$ cat src/rtl/reg_write_scoreboard.sv
// ---------------------------------------------------------------------------
// reg_write_scoreboard
//
// Tracks every in-flight GPR write from the moment it leaves ID until WB
// retires it. For the two source operands being decoded in ID, it reports
// whether a write is still in flight and whether that result can already be
// forwarded. If the result cannot be forwarded yet, ID must stall.
//
// Each register r in 1..NREG-1 holds three pieces of state:
//   pend - a write to r is in flight
//   long - the writer is a multi-cycle MDU op. Its result is not
//          forwardable until long_done arrives.
//   cnt  - the number of pipeline advances left before the result becomes
//          forwardable.
// Register 0 is never tracked.
//
// Ports:
//   clk, rst            core clock, asynchronous active-high reset
//   issue_valid/_wr     an instruction leaves ID and writes a GPR
//   issue_dst/_lat/_long destination, advances-to-forwardable, MDU flag
//   pipe_adv            the downstream pipeline advances; 0 freezes countdowns
//   long_done/long_dst  the MDU result has been written back
//   retire_valid/_dst   WB commits a register write
//   flush               squashes every in-flight write
//   id_rs, id_rt        operands queried in ID
//   rs_/rt_pending      the operand has an in-flight writer
//   rs_/rt_stall        the writer exists but is not forwardable yet
//   busy_any            at least one register is pending
// ---------------------------------------------------------------------------
module reg_write_scoreboard #(
  parameter int NREG = 32,
  parameter int CNTW = 2
) (
  input  logic            clk,
  input  logic            rst,
  input  logic            issue_valid,
  input  logic            issue_wr,
  input  logic [4:0]      issue_dst,
  input  logic [CNTW-1:0] issue_lat,
  input  logic            issue_long,
  input  logic            pipe_adv,
  input  logic            long_done,
  input  logic [4:0]      long_dst,
  input  logic            retire_valid,
  input  logic [4:0]      retire_dst,
  input  logic            flush,
  input  logic [4:0]      id_rs,
  input  logic [4:0]      id_rt,
  output logic            rs_pending,
  output logic            rt_pending,
  output logic            rs_stall,
  output logic            rt_stall,
  output logic            busy_any
);

  logic [NREG-1:0] pend_q, pend_d;
  logic [NREG-1:0] long_q, long_d;
  logic [CNTW-1:0] cnt_q [NREG];
  logic [CNTW-1:0] cnt_d [NREG];

  // Next-state logic for every register. Within one register, each step
  // below may overwrite the result of the step before it, so the step
  // written last has the highest priority:
  //   countdown < long_done < retire < issue.
  // Flush sits outside all of this and overrides everything.
  // Because an issue on this edge replaces the decremented value, a newly
  // issued entry is never counted down on the edge that loads it.
  always_comb begin
    pend_d = pend_q;
    long_d = long_q;
    cnt_d  = cnt_q;
    if (flush) begin
      pend_d = '0;
      long_d = '0;
      for (int r = 0; r < NREG; r++) begin
        cnt_d[r] = '0;
      end
    end else begin
      for (int r = 1; r < NREG; r++) begin
        if (pipe_adv && pend_q[r] && (cnt_q[r] != '0)) begin
          cnt_d[r] = cnt_q[r] - CNTW'(1);
        end
        if (long_done && (long_dst == 5'(r))) begin
          long_d[r] = 1'b0;
        end
        if (retire_valid && (retire_dst == 5'(r))) begin
          pend_d[r] = 1'b0;
          long_d[r] = 1'b0;
          cnt_d[r]  = '0;
        end
        if (issue_valid && issue_wr && (issue_dst == 5'(r))) begin
          pend_d[r] = 1'b1;
          long_d[r] = issue_long;
          cnt_d[r]  = issue_lat;
        end
      end
    end
  end

  // State register. Reset is asynchronous, so asserting it clears every
  // entry at once, and the query outputs drop without waiting for a clock
  // edge.
  always_ff @(posedge clk or posedge rst) begin
    if (rst) begin
      pend_q <= '0;
      long_q <= '0;
      for (int r = 0; r < NREG; r++) begin
        cnt_q[r] <= '0;
      end
    end else begin
      pend_q <= pend_d;
      long_q <= long_d;
      for (int r = 0; r < NREG; r++) begin
        cnt_q[r] <= cnt_d[r];
      end
    end
  end

  // Zero-latency queries computed from the current state. The explicit
  // check for register 0 keeps r0 reading as "not pending" no matter what.
  always_comb begin
    rs_pending = pend_q[id_rs] & (id_rs != 5'd0);
    rt_pending = pend_q[id_rt] & (id_rt != 5'd0);
    rs_stall   = rs_pending & ((cnt_q[id_rs] != '0) | long_q[id_rs]);
    rt_stall   = rt_pending & ((cnt_q[id_rt] != '0) | long_q[id_rt]);
    busy_any   = |pend_q;
  end

endmodule

$ cat config.mk
export PLATFORM = sky130hd
export DESIGN_NAME = reg_write_scoreboard
export DESIGN_NICKNAME = d
export VERILOG_FILES = /design/src/rtl/reg_write_scoreboard.sv
export SDC_FILE = /design/constraint.sdc
export NUM_CORES = 1
export LEC_CHECK = 0
export ABC_AREA = 1
export CORE_UTILIZATION = 55
export CTS_CLUSTER_DIAMETER = 200
export CTS_CLUSTER_SIZE = 24
export DETAILED_ROUTE_END_ITERATION = 7
export MAX_ROUTING_LAYER = met4
export PLACE_DENSITY = 0.73
export SLEW_MARGIN = 5
export SYNTH_ARGS = -nofsm -noshare
export SYNTH_HDL_FRONTEND = slang
export SYNTH_SLANG_ARGS = --single-unit
$ cat constraint.sdc
create_clock -name clk -period 5.4 [get_ports clk]
set_input_delay 0.81 -clock clk [delete_from_list [all_inputs] [get_ports clk]]
set_output_delay 0.81 -clock clk [all_outputs]
set_load 0.1 [all_outputs]
==> qor.tcl <==
set qor(maxCapViolCount) 0
set qor(rsz0062_at_grt) {no}
set qor(worst_ep_arrival_time_ns) 3.46
set qor(num_clock_sinks) 124
set qor(cp_max_fo) 17
set qor(postCtsResizedCells) 0
set qor(antenna_cells) 0
set qor(antenna_left) 0
set qor(fin_crit_ns) 4.27
set qor(postSynthAreaPerCell_sq_um) 6.60
set qor(cts_tree) {yes}
set qor(netlist_instances) 1394
set qor(floorplan.io_pins) 41
set qor(status) {finished, final reports clean}
set qor(synth-async-reset-ratio_pct) 100
set qor(finalClockSkew_ns) 0.00657
set qor(layout_common_cells) {sky130_fd_sc_hd__nand2_1 (396), sky130_fd_sc_hd__inv_1 (186), sky130_fd_sc_hd__nor2_1 (156), sky130_fd_sc_hd__dfrtp_1 (124), sky130_fd_sc_hd__nand3_1 (111)}
set qor(number_of_antenna_violations_at_the_first_check_in_global_routing) 0
set qor(synthesis.nets) 1461
set qor(pint_w) 0.00210
set qor(seqPwrFrac_pct) 33.9
set qor(routed_via_density) 6.04
set qor(floorplan.die.height_um) 131
set qor(power.density_nw_per_um2) 294
set qor(finalSetupViolations) 0
set qor(firstDrtPassIters) 6
set qor(critPathRequiredTime_ns) 4.59
set qor(clk_latency_ns) 0.43
set qor(grt_max_degree) 76
set qor(p_leak_nw) 5.04
set qor(synthFlopType) {sky130_fd_sc_hd__dfrtp_1}
set qor(min-delay-path-class) {register to register}
set qor(sw_frac_of_total_pct) 31.6
set qor(yosysTopAreaCell) {sky130_fd_sc_hd__dfrtp_1}
set qor(floorplan.rows) 46
set qor(port_buffers) 40
set qor(ir_drop_mv) 0.225
set qor(syn_to_final_growth_pct) 13.5
set qor(via_total_after_detailed_routing) 9926
set qor(timing.final.crit_share_pct) 79.1
set qor(worst_setup_hold_path_clk_slew_ns) 0.05
set qor(routed_wire_length_per_instance_um) 19.7
set qor(globalplace.congestion) 1.03
set qor(post-dp-hpwl_um) 23000
set qor(die_boundary_width_um) 131
set qor(max-slew-margin-rel_pct) 23.1
set qor(post_synth_instance_area_sq_um) 9210
set qor(routed_wl_um) 32300
set qor(share_comb_of_total_power_pct) 22.7
set qor(worstSetupStartpointType) {input pin}
set qor(cts_setup_buffers) 0
set qor(fmax_mhz) 234
set qor(grt_pass1_vias) 9411
set qor(drcViolationCount) 0
set qor(grt_pass1_wl_um) 50800
set qor(synth_edf_count) 0
set qor(area_of_the_die_sq_um) 17300
set qor(postSynthRegisterBits) 124
set qor(final_layout_size_suffix_gt1_share_pct) 6.03
set qor(total_grt_overflow) 0
set qor(yosysWarnings) 0
set qor(std_cell_core_area_sq_um) 16100
set qor(clkPwrFrac_pct) 43.4
set qor(holdWs_ns) 0.490
set qor(cts_buffers) 17
set qor(root_cell_of_the_clock_tree) {sky130_fd_sc_hd__clkbuf_16}
set qor(grt.total_usage_pct) 39.4
set qor(netlist_top_cells_area) {sky130_fd_sc_hd__dfrtp_1 (34%), sky130_fd_sc_hd__nand2_1 (16%), sky130_fd_sc_hd__inv_1 (7.6%)}
set qor(final_common_cell) {sky130_fd_sc_hd__nand2_1}
set qor(synth_seq_area_share_pct) 33.7
set qor(cts.htree.levels) 4
set qor(critical_path.endpoint_type) {output pin}
set qor(synth_top_area_share_pct) 33.7
set qor(drt_iter0_drc) 1287
set qor(setup_total_negative_slack_ns) 0
set qor(clk_path_buf_depth) 2
set qor(total_count_of_max_transition_violations_in_the_final_report) 0
set qor(cts-hold-fix-buffers) 0
set qor(timing.setup.critical_path_class) {input pin to output pin}
set qor(synth.lib_cells_used.distinct) 37
set qor(num-nets-final) 1482
set qor(net-switching-power_w) 0.000969
set qor(start_util_pct) 57.1
set qor(final_count_of_hold_timing_violations) 0
set qor(tightestPinTransition_ns) 1.15
==> final cells by class <==
cell class / count / area, sq um
fill: 1472 / 5670
multi-input combinational: 1024 / 5130
inverter: 195 / 742
tap: 216 / 270
timing repair buffer: 53 / 533
clock inverter: 13 / 239
sequential: 124 / 3100
clock buffer: 18 / 429
==> state kept, by name (all words and copies together) (netlist names) <==
register,count
cnt_q,62
long_q,31
pend_q,31
==> cells in the mapped netlist, types with 2 or more instances <==
cell,instances
sky130_fd_sc_hd__buf_4,3
sky130_fd_sc_hd__nor3_1,6
sky130_fd_sc_hd__a21oi_1,61
sky130_fd_sc_hd__o211ai_2,5
sky130_fd_sc_hd__a22oi_1,21
sky130_fd_sc_hd__inv_1,187
sky130_fd_sc_hd__o21ai_1,4
sky130_fd_sc_hd__nor2_4,7
sky130_fd_sc_hd__clkbuf_1,23
sky130_fd_sc_hd__buf_1,3
sky130_fd_sc_hd__nor4_1,5
sky130_fd_sc_hd__o21ai_2,4
sky130_fd_sc_hd__nand3_1,111
sky130_fd_sc_hd__nor2_1,156
sky130_fd_sc_hd__o21a_1,2
sky130_fd_sc_hd__nand2_1,396
sky130_fd_sc_hd__a211oi_1,3
sky130_fd_sc_hd__clkinv_1,2
sky130_fd_sc_hd__a21boi_0,2
sky130_fd_sc_hd__nand4_1,25
sky130_fd_sc_hd__inv_2,4
sky130_fd_sc_hd__dfrtp_1,124
sky130_fd_sc_hd__o21ai_0,52
sky130_fd_sc_hd__o31ai_1,26
sky130_fd_sc_hd__nor2_2,6
sky130_fd_sc_hd__nand3b_1,10
sky130_fd_sc_hd__o22ai_1,71
sky130_fd_sc_hd__buf_2,22
sky130_fd_sc_hd__o211ai_1,12
sky130_fd_sc_hd__nand2_2,2
sky130_fd_sc_hd__ha_1,31
sky130_fd_sc_hd__a21oi_2,3
==> metrics by stage <==
step	util, %	total power [W]	instance area [sq um]	std cells	setup WS, ns
after floorplan	-	0.00153	9210	1394	0.912
after global placement	60.7	0.00173	9780	1612	1.25
after detailed placement	60.7	0.00173	9780	1612	1.22
after CTS	64.8	0.00306	10500	1643	1.19
after global routing	64.8	0.00320	10500	1643	0.969
final	64.8	0.00307	10500	1643	1.13
==> path summary, 6_finish.rpt <==
path	to	depth (start not counted)	slack, ns	from
worst max-delay path	rs_stall	13	1.13	id_rs[0]
worst min-delay path	pend_q[18]	2	0.49	pend_q[18]
worst max register to register	cnt_q[6]	6	4.06	cnt_q[6]
worst min register to register	pend_q[18]	2	0.49	pend_q[18]
max in group asynchronous	cnt_q[13]	3	3.62	rst
min in group asynchronous	cnt_q[57]	2	0.78	rst
==> cells by family (layout without fill, tap and decap cells) <==
family                   count (synthesis)  in the layout  synth area share, %
AO/OA/AOI/OAI                          267            267                 18.1
adder cells (fa/ha/maj)                 31             31                 4.21
buffers and inverters                  246            279                 10.5
flip-flops                             124            124                 33.7
AND/OR/NAND/NOR                        726            726                 33.5
==> power by group through the flow <==
| stage | logic [W] | registers, W | clock network, W |
|---|---|---|---|
| after floorplan | 0.000492 | 0.00104 | 0 |
| after global placement | 0.000672 | 0.00105 | 0 |
| after detailed placement | 0.000680 | 0.00105 | 0 |
| after CTS | 0.000684 | 0.00104 | 0.00134 |
| after global routing | 0.000780 | 0.00105 | 0.00137 |
| final | 0.000698 | 0.00104 | 0.00133 |
==> layer usage <==
metal	vias to the layer above	part of all wire, %	track usage, %
met3	104	13	12.8
met1	4576	41	50.5
li1	4661	-	-
met2	585	43	56.9
met4	0	3.7	16.5
met5	-	0	-
==> worst max-delay path, stage by stage <==
cell	delay [ns]
sky130_fd_sc_hd__clkdlybuf4s50_1	0.79
sky130_fd_sc_hd__nor2_1	0.71
sky130_fd_sc_hd__nand2_1	0.11
sky130_fd_sc_hd__nand3_1	0.11
sky130_fd_sc_hd__nand2_1	0.05
sky130_fd_sc_hd__nand2_1	0.07
sky130_fd_sc_hd__inv_1	0.04
sky130_fd_sc_hd__nand2_1	0.05
sky130_fd_sc_hd__nand2_1	0.05
sky130_fd_sc_hd__nand2_1	0.12
sky130_fd_sc_hd__nand2_1	0.07
sky130_fd_sc_hd__nor2_1	0.24
sky130_fd_sc_hd__buf_12	0.22
(Power assumes the default switching activity.)
